## src/rtl/sysbus_rr_arbiter.sv

```systemverilog
// Round-robin burst arbiter sharing the 64-bit memory bus between
// instruction fetch (port 0) and data access (port 1).
module sysbus_rr_arbiter #(
  parameter int BUS_DATA_WIDTH = 64,
  parameter int BUS_TAG_WIDTH  = 13,
  parameter int BEATS          = 8
) (
  input  logic                      clk,
  input  logic                      reset,
  input  logic                      reqcyc0,
  output logic                      reqack0,
  input  logic [BUS_DATA_WIDTH-1:0] req0,
  input  logic [BUS_TAG_WIDTH-1:0]  reqtag0,
  output logic                      respcyc0,
  input  logic                      respack0,
  output logic [BUS_DATA_WIDTH-1:0] resp0,
  output logic [BUS_TAG_WIDTH-1:0]  resptag0,
  input  logic                      reqcyc1,
  output logic                      reqack1,
  input  logic [BUS_DATA_WIDTH-1:0] req1,
  input  logic [BUS_TAG_WIDTH-1:0]  reqtag1,
  output logic                      respcyc1,
  input  logic                      respack1,
  output logic [BUS_DATA_WIDTH-1:0] resp1,
  output logic [BUS_TAG_WIDTH-1:0]  resptag1,
  output logic                      bus_reqcyc,
  input  logic                      bus_reqack,
  output logic [BUS_DATA_WIDTH-1:0] bus_req,
  output logic [BUS_TAG_WIDTH-1:0]  bus_reqtag,
  input  logic                      bus_respcyc,
  output logic                      bus_respack,
  input  logic [BUS_DATA_WIDTH-1:0] bus_resp,
  input  logic [BUS_TAG_WIDTH-1:0]  bus_resptag,
  output logic                      owner,
  output logic                      busy
);

  localparam int BW = $clog2(BEATS);
  localparam logic [BW-1:0] LAST = BW'(BEATS - 1);

  typedef enum logic [1:0] {
    IDLE, ADDR, WDATA, RRESP
  } state_t;

  state_t                     state, state_n;
  logic [BW-1:0]              beat, beat_n;
  logic                       owner_q, owner_n;
  logic                       last_q, last_n;
  logic [BUS_TAG_WIDTH-1:0]   tag_q, tag_n;

  logic                       own_cyc;
  logic [BUS_DATA_WIDTH-1:0]  own_req;
  logic [BUS_TAG_WIDTH-1:0]   own_tag;
  logic                       own_respack;
  logic                       req_hs;
  logic                       resp_hs;

  assign own_cyc     = owner_q ? reqcyc1 : reqcyc0;
  assign own_req     = owner_q ? req1 : req0;
  assign own_tag     = owner_q ? reqtag1 : reqtag0;
  assign own_respack = owner_q ? respack1 : respack0;
  assign req_hs      = own_cyc & bus_reqack;
  assign resp_hs     = bus_respcyc & own_respack;

  always_ff @(posedge clk) begin
    if (reset) begin
      state   <= IDLE;
      beat    <= '0;
      owner_q <= 1'b0;
      last_q  <= 1'b1;
      tag_q   <= '0;
    end else begin
      state   <= state_n;
      beat    <= beat_n;
      owner_q <= owner_n;
      last_q  <= last_n;
      tag_q   <= tag_n;
    end
  end

  always_comb begin
    state_n = state;
    beat_n  = beat;
    owner_n = owner_q;
    last_n  = last_q;
    tag_n   = tag_q;
    unique case (state)
      IDLE: begin
        if (reqcyc0 | reqcyc1) begin
          // on a tie the port that lost last time wins
          owner_n = (reqcyc0 & reqcyc1) ? ~last_q : reqcyc1;
          last_n  = owner_n;
          state_n = ADDR;
        end
      end
      ADDR: begin
        if (req_hs) begin
          tag_n   = own_tag;
          beat_n  = '0;
          state_n = own_tag[BUS_TAG_WIDTH-1] ? WDATA : RRESP;
        end
      end
      WDATA: begin
        if (req_hs) begin
          if (beat == LAST) begin
            beat_n  = '0;
            state_n = IDLE;
          end else begin
            beat_n = beat + 1'b1;
          end
        end
      end
      RRESP: begin
        if (resp_hs) begin
          if (beat == LAST) begin
            beat_n  = '0;
            state_n = IDLE;
          end else begin
            beat_n = beat + 1'b1;
          end
        end
      end
      default: state_n = IDLE;
    endcase
  end

  always_comb begin
    reqack0     = 1'b0;
    reqack1     = 1'b0;
    respcyc0    = 1'b0;
    respcyc1    = 1'b0;
    resp0       = '0;
    resp1       = '0;
    resptag0    = '0;
    resptag1    = '0;
    bus_reqcyc  = 1'b0;
    bus_req     = '0;
    bus_reqtag  = '0;
    bus_respack = 1'b0;
    unique case (state)
      ADDR, WDATA: begin
        bus_reqcyc = own_cyc;
        bus_req    = own_req;
        bus_reqtag = (state == ADDR) ? own_tag : tag_q;
        reqack0    = ~owner_q & bus_reqack;
        reqack1    = owner_q & bus_reqack;
      end
      RRESP: begin
        bus_respack = own_respack;
        if (owner_q) begin
          respcyc1 = bus_respcyc;
          resp1    = bus_resp;
          resptag1 = bus_resptag;
        end else begin
          respcyc0 = bus_respcyc;
          resp0    = bus_resp;
          resptag0 = bus_resptag;
        end
      end
      default: ;
    endcase
  end

  assign owner = owner_q;
  assign busy  = (state != IDLE);

endmodule

```

## config.mk

```make
export PLATFORM = sky130hd
export DESIGN_NAME = sysbus_rr_arbiter
export DESIGN_NICKNAME = d
export VERILOG_FILES = /design/src/rtl/sysbus_rr_arbiter.sv
export SDC_FILE = /design/constraint.sdc
export NUM_CORES = 1
export LEC_CHECK = 0
export BUFFER_PORTS_ARGS = -buffer_cell sky130_fd_sc_hd__buf_4
export CAP_MARGIN = 20
export CORE_AREA = 8 8 182 184
export CTS_CLUSTER_SIZE = 8
export DETAILED_ROUTE_END_ITERATION = 16
export DIE_AREA = 0 0 190 192
export GPL_ROUTABILITY_DRIVEN = 0
export GPL_TIMING_DRIVEN = 0
export PLACE_DENSITY_LB_ADDON = 0.3
export SYNTH_ARGS = -nofsm -noshare
export SYNTH_HDL_FRONTEND = slang
export SYNTH_SLANG_ARGS = --single-unit
```

## constraint.sdc

```tcl
create_clock -name clk -period 4.05 [get_ports clk]
set_input_delay 1.0125 -clock clk [delete_from_list [all_inputs] [get_ports clk]]
set_output_delay 1.0125 -clock clk [all_outputs]
set_load 0.05 [all_outputs]
```

==> impl_metrics.json <==
{
  "dr.first_iter.drc_count": 158,
  "die_h_um": 192,
  "multiInputGateArea_um2": 2850,
  "max_clock_freq_ghz": 0.2715,
  "synth-simple-area-share": 0.4524,
  "hold_class": "flop to flop",
  "grt_setup_unrepaired": "false",
  "nets": 1203,
  "synth_top_family_by_area": "simple AND/OR/NAND/NOR gates",
  "worst_pin_slew_ns": 0.9369,
  "final_core_util": 0.2536,
  "cts_tree": "built",
  "status": "finished clean",
  "timing.hold.ws_ns": 0.4961,
  "cts_root_buffer": "clkbuf_16",
  "crit_buf_inv": 4,
  "period_minus_slack_ns": 3.683,
  "grt_start_max_net_pins": 12,
  "htree_levels": 1,
  "ys.warnings.count": 0,
  "drive_gt1_frac": 0.5257,
  "ctsHoldBuffers": 0,
  "port_buffers": 476,
  "clock_tree.buffer_depth": 2,
  "synthAdderAreaFrac": 0.02865,
  "wirelength_um": 25350,
  "final_max_slew_viol_count": 0,
  "ys_seq_area_frac": 0.1146,
  "cp_data_arrival_time_ns": 2.67,
  "p_leak_uw": 0.004232,
  "finalHoldViolations": 0,
  "ir_drop_uv": 303.5,
  "syn-cell-area_um2": 3493,
  "grt_pass1_vias": 5344,
  "first_pass_iters": 4,
  "io_pins": 478,
  "max_stage_delay_ns": 0.41,
  "synth_xor_area_frac": 0,
  "placeableCoreArea_um2": 30190,
  "path_class": "flop to output pin",
  "grt_antenna_before_repair": 0,
  "path_cells": "ha_1 > buf_2 > nor2b_2 > clkbuf_1 > clkbuf_1 > and2_1 > buf_4",
  "synthMuxAreaShare": 0.2357,
  "postSynthCellCount": 475,
  "ys_types": 26,
  "grt_pass1_wl_um": 34830,
  "overflow": 0,
  "ff2ff_setup_slack_ns": 1.97,
  "insertion_delay_ns": 0.26,
  "clkTransAtPathRegs_ns": 0.06,
  "synth-compound-area-share": 0.09850,
  "via_per_inst": 3.862,
  "ys_async_sr_fraction": 0,
  "synth_nets": 722,
  "vias": 5221,
  "drc": 0,
  "crit_path_end_kind": "output pin",
  "wl_per_cell_um": 18.75,
  "rows": 64,
  "cpMaxStageDelayCell": "clkbuf_1",
  "die-area_um2": 36480,
  "max_cap_violations": 0,
  "syn2layout_area_growth_pct": 119.2,
  "fill_cells": 3371,
  "crit_required_ns": 3.04,
  "fin_tns_setup_ns": 0,
  "hpwl_um": 22500,
  "synth_edf_count": 0,
  "synthFlopType": "dfxtp_1",
  "critPathTopFamily": "buffers and inverters",
  "maxSlewHeadroom": 0.3754,
  "finalClockSkew_ns": 0.002360,
  "clock_sinks": 20,
  "path_common_cell": "clkbuf_1",
  "ys_seq_elements": 20,
  "start_kind": "flop",
  "power_density_nw_per_um2": 511.1,
  "cts_buffers": 3,
  "cts_setup_buffers": 0,
  "initial_core_util": 0.1157,
  "period_share": 0.9095,
  "syn_area_per_cell_um2": 7.354,
  "final-seq-area_um2": 400.4,
  "grt_use_total": 0.1222,
  "drtAntennaViolNets": 0,
  "die_w_um": 190,
  "crit_fanout": 10,
  "setup_violations": 0
}
final timing paths:
path,startpoint,depth (start not counted),endpoint
max reg2reg,state[0],6,state[0]
max,state[0],7,resp0[42]
min reg2reg,beat[0],2,beat[0]
min,beat[0],2,beat[0]
layout by cell type (no fill, tap or decap):
master,n
a2111oi_4,1
a211oi_1,13
a21oi_1,4
a21oi_2,1
and2_1,79
and3_1,80
buf_1,1
buf_2,10
buf_4,478
buf_6,1
clkbuf_1,37
clkbuf_16,3
clkbuf_2,1
clkbuf_8,1
dfxtp_1,20
diode_2,1
ha_1,8
inv_1,6
mux2_2,2
mux2i_1,80
nand2_1,21
nor2_1,22
nor2b_1,65
nor2b_2,1
o211a_1,12
o211ai_1,1
o21a_1,1
o21ai_0,1
o311ai_0,2
o41ai_2,2
or3_4,1
worst reg2reg max path, delay by kind of cell, from the launching register on:
family	cells	cell delay [ns]
mux	1	0.37
buf+inv	1	0.20
compound gates	1	0.41
simple gates	2	0.46
flops	1	0.34
fa+ha+maj	1	0.19
metal layers:
metal	track usage	wire length, µm
met5	0	0
met2	0.2288	13220
met4	0.01052	174
met3	0.02433	1697
met1	0.1463	10260
repair_timing:
item,4_1_cts,5_1_grt
setup endpoints to repair,10,1
gates resized for setup,1,1
pin swaps,0,0
endpoints found under the hold margin,0,0
report_power, final:
group	internal [µW]	switching, µW
clock network	151	83.4
registers	229	20.6
logic	1100	2330
total	1480	2440
final cells by class:
| cell class | count | area share |
|---|---|---|
| Antenna cell | 1 | 0.0003268 |
| Buffer | 52 | 0.02925 |
| Clock buffer | 4 | 0.01160 |
| Inverter | 6 | 0.002941 |
| Multi-Input combinational cell | 397 | 0.3722 |
| Sequential cell | 20 | 0.05229 |
| Tap cell | 396 | 0.06471 |
| Timing Repair Buffer | 476 | 0.4667 |
cell usage after synthesis, types with 2 or more instances:
master,instances,area (µm²)
mux2_2,2,22.52
clkbuf_1,38,142.6
buf_4,2,15.01
mux2i_1,80,800.8
o311ai_0,2,17.52
ha_1,8,100.1
and2_1,79,494.2
nor2b_1,66,412.9
and3_1,80,500.5
dfxtp_1,20,400.4
o41ai_2,2,32.53
nand2_1,21,78.83
a211oi_1,13,97.59
buf_2,10,50.05
inv_1,6,22.52
a21oi_1,4,20.02
nor2_1,22,82.58
o211a_1,12,120.1
metrics by stage:
stage | std cells | power [µW] | cell area (µm²) | worst slack [ns]
floorplan | 475 | 2526 | 3493 | 0.8818
global placement | 1347 | 3725 | 7562 | 0.3379
detailed placement | 1347 | 3724 | 7562 | 0.2408
CTS | 1351 | 3969 | 7652 | 0.1230
global route | 1351 | 4123 | 7655 | 0.1489
finish | 1352 | 3914 | 7657 | 0.3666
state kept, by name, summed over array words and instances, names as in the netlist:
register	flops
owner	1
last_q	1
state	2
beat	3
tag_q	13
logic make-up after synthesis:
logic type	after synthesis
DFF	20
and+or+nand+nor	269
AOI/OAI and AO/OA	38
muxes	82
buffers and inverters	58
adders and majority gates	8
(Power assumes the default switching activity.)
